## src/rtl/sign_narrow_if.sv

```systemverilog
// Handshake bundle for the signed 32-to-16 narrowing unit.
// Producer side is master, the narrowing unit is slave.
interface sign_narrow_if;
    logic        in_valid_i;
    logic        in_ready_o;
    logic [31:0] data_i;
    logic        sat_en_i;
    logic        out_valid_o;
    logic        out_ready_i;
    logic [15:0] data_o;
    logic        ovf_o;
    logic [7:0]  ovf_cnt_o;
    logic        cnt_clr_i;

    modport master (
        output in_valid_i, data_i, sat_en_i, out_ready_i, cnt_clr_i,
        input  in_ready_o, out_valid_o, data_o, ovf_o, ovf_cnt_o
    );

    modport slave (
        input  in_valid_i, data_i, sat_en_i, out_ready_i, cnt_clr_i,
        output in_ready_o, out_valid_o, data_o, ovf_o, ovf_cnt_o
    );
endinterface

```

## src/rtl/sign_narrow.sv

```systemverilog
// Signed 32-to-16 narrowing (truncate or saturate) with a small
// result FIFO and a saturating overflow event counter.
module sign_narrow #(
    parameter int DEPTH = 2
) (
    input  logic         clk_i,
    input  logic         rst_i,
    sign_narrow_if.slave bus
);
    localparam int AW = $clog2(DEPTH);
    localparam logic [AW:0] FULL_CNT = (AW + 1)'(DEPTH);

    logic [16:0]   mem [DEPTH];
    logic [AW-1:0] wr_ptr;
    logic [AW-1:0] rd_ptr;
    logic [AW:0]   count;
    logic [7:0]    ovf_cnt;

    logic        full;
    logic        empty;
    logic        accept;
    logic        pop;
    logic        fits;
    logic        ovf;
    logic [15:0] result;

    assign full   = (count == FULL_CNT);
    assign empty  = (count == '0);
    assign accept = bus.in_valid_i & ~full;
    assign pop    = bus.out_ready_i & ~empty;

    // Fit test and narrowed value for the word at the input.
    always_comb begin
        fits   = (&bus.data_i[31:15]) | ~(|bus.data_i[31:15]);
        ovf    = ~fits;
        result = bus.data_i[15:0];
        if (ovf && bus.sat_en_i)
            result = bus.data_i[31] ? 16'h8000 : 16'h7FFF;
    end

    // Result storage; contents are qualified by occupancy, so no reset.
    always_ff @(posedge clk_i) begin
        if (accept)
            mem[wr_ptr] <= {result, ovf};
    end

    // Pointers and occupancy; accept and pop together leave count alone.
    always_ff @(posedge clk_i or negedge rst_i) begin
        if (!rst_i) begin
            wr_ptr <= '0;
            rd_ptr <= '0;
            count  <= '0;
        end else begin
            if (accept)
                wr_ptr <= wr_ptr + AW'(1);
            if (pop)
                rd_ptr <= rd_ptr + AW'(1);
            if (accept && !pop)
                count <= count + (AW + 1)'(1);
            else if (pop && !accept)
                count <= count - (AW + 1)'(1);
        end
    end

    // Overflow event counter: clear wins, otherwise count up to 255.
    always_ff @(posedge clk_i or negedge rst_i) begin
        if (!rst_i)
            ovf_cnt <= '0;
        else if (bus.cnt_clr_i)
            ovf_cnt <= '0;
        else if (accept && ovf && ovf_cnt != 8'hFF)
            ovf_cnt <= ovf_cnt + 8'd1;
    end

    // Head outputs are forced to zero while the FIFO is empty.
    always_comb begin
        bus.in_ready_o  = ~full;
        bus.out_valid_o = ~empty;
        bus.ovf_cnt_o   = ovf_cnt;
        bus.data_o      = '0;
        bus.ovf_o       = 1'b0;
        if (!empty) begin
            bus.data_o = mem[rd_ptr][16:1];
            bus.ovf_o  = mem[rd_ptr][0];
        end
    end
endmodule

```

## src/flat_wrapper.sv

```systemverilog
// flat-port wrapper written by rule: the top's interface ports become plain ports
module sign_narrow_flat 
#(
    parameter int DEPTH = 2
)
  (clk_i, rst_i, bus_in_valid_i, bus_data_i, bus_sat_en_i, bus_out_ready_i, bus_cnt_clr_i, bus_in_ready_o, bus_out_valid_o, bus_data_o, bus_ovf_o, bus_ovf_cnt_o);
  sign_narrow_if bus_i ();
  input  logic clk_i;
  input  logic rst_i;
  input wire logic [$bits(bus_i.in_valid_i)-1:0] bus_in_valid_i;
  input wire logic [$bits(bus_i.data_i)-1:0] bus_data_i;
  input wire logic [$bits(bus_i.sat_en_i)-1:0] bus_sat_en_i;
  input wire logic [$bits(bus_i.out_ready_i)-1:0] bus_out_ready_i;
  input wire logic [$bits(bus_i.cnt_clr_i)-1:0] bus_cnt_clr_i;
  output wire logic [$bits(bus_i.in_ready_o)-1:0] bus_in_ready_o;
  output wire logic [$bits(bus_i.out_valid_o)-1:0] bus_out_valid_o;
  output wire logic [$bits(bus_i.data_o)-1:0] bus_data_o;
  output wire logic [$bits(bus_i.ovf_o)-1:0] bus_ovf_o;
  output wire logic [$bits(bus_i.ovf_cnt_o)-1:0] bus_ovf_cnt_o;
  assign bus_i.in_valid_i = bus_in_valid_i;
  assign bus_i.data_i = bus_data_i;
  assign bus_i.sat_en_i = bus_sat_en_i;
  assign bus_i.out_ready_i = bus_out_ready_i;
  assign bus_i.cnt_clr_i = bus_cnt_clr_i;
  assign bus_in_ready_o = bus_i.in_ready_o;
  assign bus_out_valid_o = bus_i.out_valid_o;
  assign bus_data_o = bus_i.data_o;
  assign bus_ovf_o = bus_i.ovf_o;
  assign bus_ovf_cnt_o = bus_i.ovf_cnt_o;
  sign_narrow #(.DEPTH(DEPTH)) u_core (.clk_i(clk_i), .rst_i(rst_i), .bus(bus_i));
endmodule
```

## config.mk

```make
export PLATFORM = sky130hd
export DESIGN_NAME = sign_narrow_flat
export DESIGN_NICKNAME = d
export VERILOG_FILES = /design/src/rtl/sign_narrow_if.sv /design/src/rtl/sign_narrow.sv /design/src/flat_wrapper.sv
export SDC_FILE = /design/constraint.sdc
export NUM_CORES = 1
export LEC_CHECK = 0
export CORE_UTILIZATION = 31
export DETAILED_ROUTE_END_ITERATION = 8
export HOLD_SLACK_MARGIN = 0.06
export PLACE_DENSITY = 0.59
export SYNTH_ARGS = -nofsm -noshare
export SYNTH_HDL_FRONTEND = slang
export SYNTH_SLANG_ARGS = --single-unit
```

## constraint.sdc

```tcl
create_clock -name clk_i -period 4.4 [get_ports clk_i]
set_input_delay 0.88 -clock clk_i [delete_from_list [all_inputs] [get_ports clk_i]]
set_output_delay 0.88 -clock clk_i [all_outputs]
set_load 0.02 [all_outputs]
```

==> metrics.yaml, run 1 <==
drt-total-wl_um: 4360
die_h_um: 86.0
hold_path_depth: 1
relSlewSlack_pct: 32.1
syn_area_um2: 2190
drt_iter0_drc: 89
regToRegEndpoint: "u_core.bus.ovf_cnt_o[3]"
viasPerCell: 4.56
crit_type: "reg2out"
grtUsageMet2_pct: 21.4
cp.arrival_ns: 2.27
grt_max_degree: 19
synth_fp_nets: 209
syn_avg_cell_area_um2: 12.9
syn_inst: 169
htreeDepth: 2
cts_num_sinks: 46
drive_gt1_share_pct: 11.4
io_buffers: 64
p_total_w: 0.00161
status: "complete, no violations"
synth_top_area_share_pct: 46.7
clk_latency_ns: 0.28
grtUsageTotal_pct: 12.9
critical_path.max_stage_delay_ns: 1.02
synth_common_cells: "edfxtp_1 (34), nor2_1 (26), mux2i_1 (18)"
fin_crit_sh_pct: 71.5
worstPathMaxFanout: 18
first_global_vias: 1499
drt_pre_antenna_iters: 4
yosys.cell_types.count: 36
fin_crit_ns: 3.15
routabilityCongestion: 0.715
grt_pass1_wl_um: 7230
finalSetupTns_ns: 0
via_count: 1515
core_um2: 6790
slew_violations: 0
fillers: 643
hold_violations: 0
path_buf_inv: 1
die_w_um: 86.0
cts_setup_buffers: 0
cp_cell_sequence: "mux2i_1 > nor2_1 > clkdlybuf4s50_1"
peakVddDrop_v: 0.000334
synth-seq-cells: 46
top_usage_layer: "met2"
dp_hpwl_um: 3060
antenna_found_initial: 0
tightestPinTransition_ns: 1.02
hold_path.startpoint: "u_core.count[1]"
path_clk_slew_ns: 0.08
rows: 30
synth_edf_count: 34
fin_skew_ns: 0.00760
power.density_nw_per_um2: 535
r2r_start: "u_core.bus.ovf_cnt_o[0]"
ctsHoldBuffers: 0
cp-start-kind: "flop"
post_drt_wl_per_cell_um: 13.1
hold_path.class: "reg2reg"
drc_errors: 0
hold_end: "u_core.count[1]"
critical_path.top_delay_family: "flip-flops"
cts_made_buffers: 5
io_pins: 65
rsz0062_at_grt: "no"
ys_warn_count: 0
max_freq_ghz: 0.318
num_antenna_cells: 0
reg2reg_setup_slack_ns: 2.55
cp_slowest_cell: "dfrtp_1"
ant_nets: 0
synth_area_leaders: "edfxtp_1 (47%), dfrtp_1 (14%), mux2i_1 (8.2%), a21o_1 (5.1%), nor2_1 (4.5%)"
ctsLongestPathBuffers: 2
fin_nets: 275
postCtsResizedCells: 0
cts_tree: "done"
synth_ff_type: "edfxtp_1"
synthToLayoutAreaGrowth_pct: 37.2
rr_worst_depth: 6
setup_viol_count_final: 0
power_leakage_nw: 1.18
start_util_pct: 32.2
cts-root-buf: "clkbuf_8"
critPathCaptureType: "output pin"
seq_area_frac_synth_pct: 60.4
max_cap_violations: 0
grt_use_met3_pct: 2.98
grt_overflow_total: 0
die-area_um2: 7400
required_ns: 3.52
use_met1_pct: 16.8
postSynth.asyncResetShare_pct: 26.1
synth_most_common_cell: "edfxtp_1"
synth_area_leader_cell: "edfxtp_1"
==> flip-flops by register name, summed over array words and instances (netlist names) <==
register / flops
u_core.mem: 34
u_core.wr_ptr: 1
u_core.count: 2
u_core.bus.ovf_cnt_o: 8
u_core.rd_ptr: 1
==> power by group <==
part           leakage (nW)  internal [W]  switching [W]
clock                0.0452      0.000112       0.000132
combinational         0.662      0.000346       0.000359
sequential            0.472      0.000580      0.0000782
==> stage by stage <==
step | hold slack, ns | worst slack [ns] | util [%] | instance area (µm²) | std cells
floorplan | 0.455 | 1.94 | - | 2190 | 169
global placement | 0.471 | 1.17 | 42.9 | 2920 | 324
detailed placement | 0.474 | 1.15 | 42.9 | 2920 | 324
CTS | 0.492 | 1.18 | 44.2 | 3000 | 332
global route | 0.532 | 1.08 | 44.2 | 3000 | 332
finish | 0.492 | 1.25 | 44.2 | 3000 | 332
==> worst max-delay path by stage <==
stage	from	to	slack, ns	depth (start not counted)
global route	u_core.rd_ptr	bus_data_o[14]	1.08	3
detailed placement	bus_data_i[21]	u_core.mem[0][13]	1.15	7
CTS	u_core.rd_ptr	bus_data_o[12]	1.18	3
finish	u_core.rd_ptr	bus_data_o[12]	1.25	3
global placement	bus_data_i[17]	u_core.mem[0][5]	1.17	7
floorplan	bus_data_i[21]	u_core.mem[0][10]	1.94	7
==> cells in the final DEF (no fill, tap or decap), types with 3 or more instances in the layout <==
master,netlist,layout
a21o_1,15,15
a21oi_1,3,3
clkbuf_8,0,5
clkdlybuf4s50_1,0,64
dfrtp_1,12,12
edfxtp_1,34,34
inv_1,4,4
mux2i_1,18,18
nand2_1,4,4
nand3_1,4,4
nand4_1,6,6
nor2_1,26,26
nor4_1,3,3
o21ai_0,3,3
or3_2,3,3
xnor2_1,3,3
xor2_1,3,3
==> area by class of cell <==
cell class                      instances  area (µm²)  area share (%)
Sequential cell                        46        1320            44.0
Multi-Input combinational cell        112         805            26.8
Timing Repair Buffer                   66         656            21.8
Tap cell                               96         120            4.00
Clock buffer                            6        72.6            2.42
Inverter                                4        15.0           0.500
Clock inverter                          2        13.8           0.458
==> kinds of logic after synthesis <==
group                      after synthesis  share of synthesized area (%)
AOI/OAI and AO/OA                       24                           7.78
and+or+nand+nor                         59                           15.3
adders and majority gates                2                           1.14
buffers and inverters                   11                           2.86
DFF                                     46                           60.4
muxes                                   21                           10.1
xor gates and xnor gates                 6                           2.40
==> worst reg2reg max path, stage by stage (launching register included) <==
cell      delay, ns
dfrtp_1        0.43
ha_1           0.26
nand3_1        0.09
o211ai_1       0.10
nand3b_4       0.26
or3_2          0.48
a21oi_1        0.15
==> layer usage <==
metal | share of wire (%) | up-vias | wire [µm]
met5 | 0 | - | 0
met4 | 1.1 | 0 | 50
met3 | 3.5 | 4 | 153
met2 | 50 | 35 | 2190
met1 | 45 | 724 | 1970
li1 | - | 752 | -
No activity file was read; power rests on OpenSTA's default activity.
==> run 2: changes to the inputs <==
- clock period: 4.4 -> 3.2 ns (I/O delays scaled with it)
==> run 2 against run 1 <==
  * Via count is essentially flat
  * Largest power group unchanged
  * Register-to-register slack lost 1.2 ns
  * Sequential cell count stayed put
  * Critical endpoint is now bus_data_o[3]
  * Sequential share of layout area down 0.22 points
  * Clock skew is 0.0011 ns higher
  * Power is 38% higher
  * Largest cell class unchanged
  * Worst setup slack worse by 0.93 ns
  * Critical path depth stayed put
  * First-iteration DRC count shrank 85%
  * Count of clock-buffer cells in the layout unchanged
  * Final cell count grew 0.60%
==> metrics.yaml, run 2 (synthesis gave the netlist of run 1 again) <==
cts_tree: "done"
drt_pre_antenna_iters: 4  # unchanged
cts_num_sinks: 46  # unchanged
ctsHoldBuffers: 0  # unchanged
grt_overflow_total: 0  # unchanged
grt_max_degree: 19  # unchanged
drt-total-wl_um: 4510  # +3.4%
via_count: 1516  # +0.066%
cts_made_buffers: 5  # unchanged
cp_cell_sequence: "mux2i_1 > nor2_1 > clkdlybuf4s50_1"
antenna_found_initial: 0  # unchanged
first_global_vias: 1618  # +7.9%
post_drt_wl_per_cell_um: 13.5  # +2.8%
power.density_nw_per_um2: 735  # +37%
ant_nets: 0  # unchanged
status: "complete, no violations"
power_leakage_nw: 1.19  # +0.85%
num_antenna_cells: 0  # unchanged
worstPathMaxFanout: 18  # unchanged
postCtsResizedCells: 0  # unchanged
cp.arrival_ns: 2.24  # -0.03 ns
fin_skew_ns: 0.00866  # +0.00106 ns
io_pins: 65  # unchanged
slew_violations: 0  # unchanged
r2r_start: "u_core.bus.ovf_cnt_o[0]"
fillers: 645  # +0.31%
cp_slowest_cell: "dfrtp_1"
ctsLongestPathBuffers: 2  # unchanged
drive_gt1_share_pct: 12.2  # +0.74 points
max_cap_violations: 0  # unchanged
clk_latency_ns: 0.29  # about the same
largest_reg_flops: 34  # unchanged
die_h_um: 86.0  # unchanged
hold_violations: 0  # unchanged
max_freq_ghz: 0.348
grtUsageTotal_pct: 13.5  # +0.61 points
fin_nets: 277  # +0.73%
drt_iter0_drc: 13  # -85%
drc_errors: 0  # unchanged
grt_pass1_wl_um: 7580  # +4.9%
die-area_um2: 7400  # unchanged
critical_path.max_stage_delay_ns: 1.01  # about the same
maxUsedRoutingLayer: "met4"
rows: 30  # unchanged
dp_hpwl_um: 3130  # +2.0%
path_clk_slew_ns: 0.08  # about the same
cts_setup_buffers: 0  # unchanged
critPathCaptureType: "output pin"
route.met3.wl_um: 178  # +16%
routabilityCongestion: 0.764  # +6.9%
fin_crit_ns: 2.88
hold_path.class: "reg2reg"
p_total_w: 0.00222  # +38%
die_w_um: 86.0  # unchanged
wl_met1_um: 1990  # +0.76%
rsz0062_at_grt: "no"
viasPerCell: 4.54  # -0.53%
io_buffers: 64  # unchanged
cts-root-buf: "clkbuf_8"
wl_met2_um: 2300  # +5.3%
htreeDepth: 2  # unchanged
crit_start: "u_core.rd_ptr"
required_ns: 2.56  # -0.96 ns
seqCellArea_um2: 1320  # unchanged
finalSetupTns_ns: 0  # unchanged
start_util_pct: 32.2  # unchanged
relSlewSlack_pct: 33.1  # +1.0 points
synthToLayoutAreaGrowth_pct: 37.9
layout_common_cells: "clkdlybuf4s50_1 (64), edfxtp_1 (34), nor2_1 (26)"
peakVddDrop_v: 0.000238  # -29%
post-route-util_pct: 44.4  # +0.22 points
crit_type: "reg2out"
fin_crit_sh_pct: 89.9
reg2reg_setup_slack_ns: 1.32  # -1.23 ns
layout_commonest_cell: "clkdlybuf4s50_1"
regMostFlops: "u_core.mem"
core_um2: 6790  # unchanged
cp-start-kind: "flop"
tightestPinTransition_ns: 1.00  # -0.0151 ns
multi_input_area_um2: 805  # unchanged
hold_path.startpoint: "u_core.wr_ptr"
setup_viol_count_final: 0  # unchanged
run 2: cell types whose count changed in the layout (fill, tap and decap cells not counted):
| cell | change |
|---|---|
| buf_4 | +2 |
run 2: final timing paths:
kind | endpoint | depth (start not counted)
max | bus_data_o[3] | 3
min in group asynchronous | u_core.bus.ovf_cnt_o[7] | 1
max reg2reg | u_core.bus.ovf_cnt_o[4] | 6
max in group asynchronous | u_core.wr_ptr | 1
min | u_core.wr_ptr | 1
min reg2reg | u_core.wr_ptr | 1
run 2: report_power, final:
group / internal (W) / switching, W / total, W
registers: 0.000796 / 0.000107 / 0.000903
logic: 0.000482 / 0.000495 / 0.000977
clock network: 0.000154 / 0.000184 / 0.000339
run 2: metal layers:
metal  track usage [%]  vias to the layer above
met3              3.08                        4
li1                  -                      760
met2              24.2                       32
met4              4.09                        0
met1              16.0                      720
met5                 0                        -
run 2: layout make-up:
cell class	count	share of cell area [%]
clock inverter	2	0.456
tap	96	3.98
sequential	46	43.8
multi-input combinational	112	26.7
timing repair buffer	68	22.2
inverter	4	0.498
clock buffer	6	2.40
run 2: metrics by stage:
stage	worst slack (ns)	hold WS (ns)	cells	area, µm²
floorplan	0.983	0.344	169	2190
global placement	0.502	0.480	326	2930
detailed placement	0.482	0.481	326	2930
CTS	0.267	0.494	334	3020
global route	0.159	0.519	334	3020
finish	0.323	0.492	334	3020
run 2: critical path: cells and delay by family, from the launching register on:
kind | cells | cell delay (ns)
muxes | 1 | 0.20
and+or+nand+nor | 1 | 0.13
buffers and inverters | 1 | 0.61
DFF | 1 | 1.01
==> run 3: changes to the inputs <==
- CTS_CLUSTER_DIAMETER: not set -> 40
==> results of run 3 <==
Final layout, timing and power as in run 2 (identical DEF).
